--- src/rtl/alu_share_arbiter.sv ---
// Round-robin sharing of one combinational ALU between two requesters, each with
// a single registered response slot that may drain and reload in the same cycle.
module alu_share_arbiter #(
   parameter int WIDTH = 32,
   parameter int CTRL_W = 4,
   parameter int FIRST_PRIO = 0,
   parameter logic [CTRL_W-1:0] IDLE_OP = 4'b1111
) (
   input  logic              clk,
   input  logic              rst_n,
   input  logic              req_valid_0,
   input  logic              req_valid_1,
   output logic              req_ready_0,
   output logic              req_ready_1,
   input  logic [WIDTH-1:0]  req_a_0,
   input  logic [WIDTH-1:0]  req_a_1,
   input  logic [WIDTH-1:0]  req_b_0,
   input  logic [WIDTH-1:0]  req_b_1,
   input  logic [CTRL_W-1:0] req_ctrl_0,
   input  logic [CTRL_W-1:0] req_ctrl_1,
   input  logic [1:0]        req_cmp_0,
   input  logic [1:0]        req_cmp_1,
   output logic              rsp_valid_0,
   output logic              rsp_valid_1,
   input  logic              rsp_ready_0,
   input  logic              rsp_ready_1,
   output logic [WIDTH-1:0]  rsp_result_0,
   output logic [WIDTH-1:0]  rsp_result_1,
   output logic              rsp_zero_0,
   output logic              rsp_zero_1,
   output logic [WIDTH-1:0]  alu_a,
   output logic [WIDTH-1:0]  alu_b,
   output logic [CTRL_W-1:0] alu_control,
   output logic [1:0]        alu_cmp,
   input  logic [WIDTH-1:0]  alu_result,
   input  logic              alu_zero
);

   logic             elig_0;
   logic             elig_1;
   logic             grant_0;
   logic             grant_1;
   logic             prio;
   logic             vld_p1_0;
   logic             vld_p1_1;
   logic [WIDTH-1:0] result_p1_0;
   logic [WIDTH-1:0] result_p1_1;
   logic             zero_p1_0;
   logic             zero_p1_1;

   // Stage p0: eligibility and grant; a slot that drains this cycle counts as free.
   always_comb begin
      elig_0  = req_valid_0 && (!vld_p1_0 || rsp_ready_0);
      elig_1  = req_valid_1 && (!vld_p1_1 || rsp_ready_1);
      grant_0 = elig_0 && (!elig_1 || (prio == 1'b0));
      grant_1 = elig_1 && (!elig_0 || (prio == 1'b1));
   end

   assign req_ready_0 = grant_0;
   assign req_ready_1 = grant_1;

   always_comb begin
      alu_a       = '0;
      alu_b       = '0;
      alu_control = IDLE_OP;
      alu_cmp     = 2'b00;
      if (grant_0) begin
         alu_a       = req_a_0;
         alu_b       = req_b_0;
         alu_control = req_ctrl_0;
         alu_cmp     = req_cmp_0;
      end else if (grant_1) begin
         alu_a       = req_a_1;
         alu_b       = req_b_1;
         alu_control = req_ctrl_1;
         alu_cmp     = req_cmp_1;
      end
   end

   // Pointer names the requester that wins the next contended cycle.
   always_ff @(posedge clk or negedge rst_n) begin
      if (!rst_n) begin
         prio <= 1'(FIRST_PRIO);
      end else if (elig_0 && elig_1) begin
         prio <= grant_0;
      end
   end

   // Stage p1: response slots, loaded on grant, cleared when consumed without reload.
   always_ff @(posedge clk or negedge rst_n) begin
      if (!rst_n) begin
         vld_p1_0    <= 1'b0;
         result_p1_0 <= '0;
         zero_p1_0   <= 1'b0;
      end else if (grant_0) begin
         vld_p1_0    <= 1'b1;
         result_p1_0 <= alu_result;
         zero_p1_0   <= alu_zero;
      end else if (rsp_ready_0) begin
         vld_p1_0    <= 1'b0;
      end
   end

   always_ff @(posedge clk or negedge rst_n) begin
      if (!rst_n) begin
         vld_p1_1    <= 1'b0;
         result_p1_1 <= '0;
         zero_p1_1   <= 1'b0;
      end else if (grant_1) begin
         vld_p1_1    <= 1'b1;
         result_p1_1 <= alu_result;
         zero_p1_1   <= alu_zero;
      end else if (rsp_ready_1) begin
         vld_p1_1    <= 1'b0;
      end
   end

   assign rsp_valid_0  = vld_p1_0;
   assign rsp_valid_1  = vld_p1_1;
   assign rsp_result_0 = result_p1_0;
   assign rsp_result_1 = result_p1_1;
   assign rsp_zero_0   = zero_p1_0;
   assign rsp_zero_1   = zero_p1_1;

endmodule

--- config.mk ---
export PLATFORM = sky130hd
export DESIGN_NAME = alu_share_arbiter
export DESIGN_NICKNAME = d
export VERILOG_FILES = /design/src/rtl/alu_share_arbiter.sv
export SDC_FILE = /design/constraint.sdc
export NUM_CORES = 1
export LEC_CHECK = 0
export CORE_AREA = 2 2 122 124
export DETAILED_ROUTE_END_ITERATION = 6
export DIE_AREA = 0 0 124 126
export DONT_BUFFER_PORTS = 1
export SYNTH_ARGS = -nofsm -noshare
export SYNTH_HDL_FRONTEND = slang
export SYNTH_SLANG_ARGS = --single-unit
export TNS_END_PERCENT = 20
--- constraint.sdc ---
create_clock -name clk -period 2.15 [get_ports clk]
set_clock_uncertainty 0.05 [all_clocks]
set_input_delay 0.215 -clock clk [delete_from_list [all_inputs] [get_ports clk]]
set_output_delay 0.215 -clock clk [all_outputs]
set_load 0.05 [all_outputs]
==> results.yml <==
route:
  wirelength_um: 12500
  ant_nets: 0
  drc: 0
  dr.pass1.iters: 4
  wl_per_cell_um: 23.7
  drt_iter0_markers: 94
  num_vias: 2623
  vias_per_cell: 4.98
sta:
  fin_crit_ns: 2.20
  finalHoldViolCount: 0
  setup_violations: 53
  post-route-period-util: 1.02
  worst_pin_slew_ns: 0.507
  worst_slack_ns: -0.0490
  hold_slack_ns: 0.0131
  maxSlewHeadroom: 0.662
  rsz0062_at_grt: "yes"
  drv_slew: 0
  setup_tns_ns: -1.09
  max_freq_mhz: 455
critical_path:
  path_max_fanout: 29
  r2r-start: "rsp_valid_0$_DFFE_PN0P_"
  crit_path_max_incr_delay_ns: 0.40
  r2r_slack_ns: 0.38
  cp_num_buf_inv: 2
  r2r_end: "rsp_result_1[22]$_DFFE_PN0P_"
  critical_path_required_ns: 1.88
  arrival_ns: 1.93
  crit_family: "compound AO/OA/AOI/OAI gates"
  end_kind: "output pin"
  crit_type: "reg -> out"
  crit_path_start_kind: "register"
  cp_cell_sequence: "nor2b_4, a311o_2, buf_6, o22a_1, buf_12"
  reg2regPathDepth: 5
  slowest_stage: "dfrtp_2"
synth:
  synth_nets: 417
  netlist_area_um2: 3340
  synth_cells: 238
  seq_area_frac_synth: 0.516
  ys_types: 21
  yosys_warnings: 0
  ys_ff_latch: 69
  syn_avg_cell_area_um2: 14.0
clock_tree:
  cts_max_level: 3
  clock-sinks: 69
  cts_made_buffers: 9
  worstSkewPairLatency_ns: 0.33
  cts_root_buffer: "clkbuf_16"
  tritoncts: "done"
  post_cts.repair.setup_buffers: 0
  clk_path_buf_depth: 2
  clk_pin_slew_ns: 0.06
cells_and_area:
  syn_to_final_growth_pct: 71.0
  layout-drive-gt1-share: 0.484
  layout_common_cells: "dfrtp_1 (67), buf_12 (64), a22o_1 (46), mux2_2 (41), dlygate4sd3_1 (34)"
  final_common_cell: "dfrtp_1"
  nFillCells: 1318
  fin_nets: 517
  antenna_cells: 0
floorplan:
  core_region_area_um2: 14300
  io_pins: 319
  rows: 44
  die_width_um: 124
  start_util: 0.234
  die_area_um2: 15600
  die_y_um: 126
global_route:
  antenna_found_initial: 0
  first_global_vias: 2845
  grt.overflow.total: 0
  track_usage: 0.152
  grt_max_degree: 70
  grt_pass1_wl_um: 17400
pwr:
  p_leak_uw: 0.00244
  vdd_ir_drop_max_uv: 759
  powerDensity_nw_per_um2: 1470
place:
  port_buffers: 0
  hpwlAfterDp_um: 9340
  gp_congestion: 0.742
status:
  outcome: "finished, violations left"
  violations: "negative setup slack"
flow_run:
  max_cap_violations: 0
min_path:
  holdPathStages: 2
  hold_end: "prio$_DFFE_PN0P_"
  hold_path.class: "in -> reg"
  hold_start: "req_valid_1"
## layout make-up
| type | count | area (um^2) | area share |
|---|---|---|---|
| Tap cell | 184 | 230 | 0.0403 |
| Clock buffer | 9 | 225 | 0.0394 |
| Clock inverter | 7 | 75.1 | 0.0131 |
| Sequential cell | 69 | 1730 | 0.302 |
| Inverter | 3 | 21.3 | 0.00372 |
| Multi-Input combinational cell | 145 | 1640 | 0.288 |
| Timing Repair Buffer | 110 | 1790 | 0.313 |
## cell usage after synthesis, drive strengths merged
cell | count | area [um^2]
nand2b | 2 | 20.0
mux2 | 66 | 762
dfrtp | 69 | 1730
inv | 3 | 11.3
o311ai | 1 | 26.3
o22a | 4 | 35.0
buf | 17 | 123
nor2b | 1 | 13.8
nand2 | 2 | 7.51
xnor2 | 1 | 8.76
nand4 | 1 | 6.26
a311o | 1 | 10.0
clkbuf | 4 | 15.0
a22o | 66 | 578
## registers in the layout (all words and copies together) (netlist names)
register and flops:
prio 1, rsp_result_0 32, rsp_zero_1 1, rsp_valid_0 1
rsp_valid_1 1, rsp_zero_0 1, rsp_result_1 32
## worst reg2reg max path: stages, from the launching register on
cell and delay, ns:
dfrtp_2 0.40, nor2b_4 0.13, o311ai_4 0.28, clkinv_4 0.16, bufbuf_16 0.32, mux2_1 0.33
## cells by family (layout without fill, tap and decap cells)
family | after synthesis | after routing | synth area share
xor gates and xnor gates | 1 | 1 | 0.00262
buffers and inverters | 24 | 129 | 0.0445
DFF | 69 | 69 | 0.516
muxes | 66 | 66 | 0.228
AOI/OAI and AO/OA | 72 | 72 | 0.194
and+or+nand+nor | 6 | 6 | 0.0142
## how the worst max path moves through the flow
| stage | from | slack [ns] | end | cells past startpoint |
|---|---|---|---|---|
| after floorplan | rsp_valid_0$_DFFE_PN0P_ | 0.03 | alu_a[24] | 6 |
| after global placement | rsp_valid_0$_DFFE_PN0P_ | 0.27 | alu_control[0] | 5 |
| after detailed placement | rsp_valid_0$_DFFE_PN0P_ | 0.25 | alu_a[0] | 6 |
| after CTS | rsp_valid_0$_DFFE_PN0P_ | -0.07 | alu_control[0] | 5 |
| after global routing | rsp_valid_0$_DFFE_PN0P_ | -0.12 | alu_a[18] | 6 |
| final | rsp_valid_0$_DFFE_PN0P_ | -0.05 | alu_control[0] | 5 |
## per-layer routing
| metal | part of all wire | global-route usage |
|---|---|---|
| met5 | 0 | 0 |
| met1 | 0.35 | 0.163 |
| met3 | 0.091 | 0.0521 |
| met4 | 0.013 | 0.0403 |
| met2 | 0.55 | 0.280 |
## report_power, final
group / switching, uW / internal (uW) / total, uW
clock: 586 / 901 / 1490
sequential: 1880 / 1710 / 3590
combinational: 1700 / 1620 / 3310
## metrics by stage
step           setup WS, ns  cells   util  area [um^2]  power, uW
4_1_cts             -0.0666    527  0.393         5630       8400
3_3_place_gp          0.272    474  0.334         4780       6600
6_report            -0.0490    527  0.399         5720       8390
3_5_place_dp          0.252    474  0.334         4780       6660
5_1_grt              -0.121    527  0.399         5720       8690
2_1_floorplan        0.0259    238      -         3380       5390
## repair_timing
item,4_1_cts,5_1_grt
pin swaps,17,3
gates cloned,2,0
hold endpoints to repair,135,0
endpoints found under the setup margin,69,71
gates resized for setup,24,11
hold buffers,35,0
No activity file was read; power rests on OpenSTA's default activity.
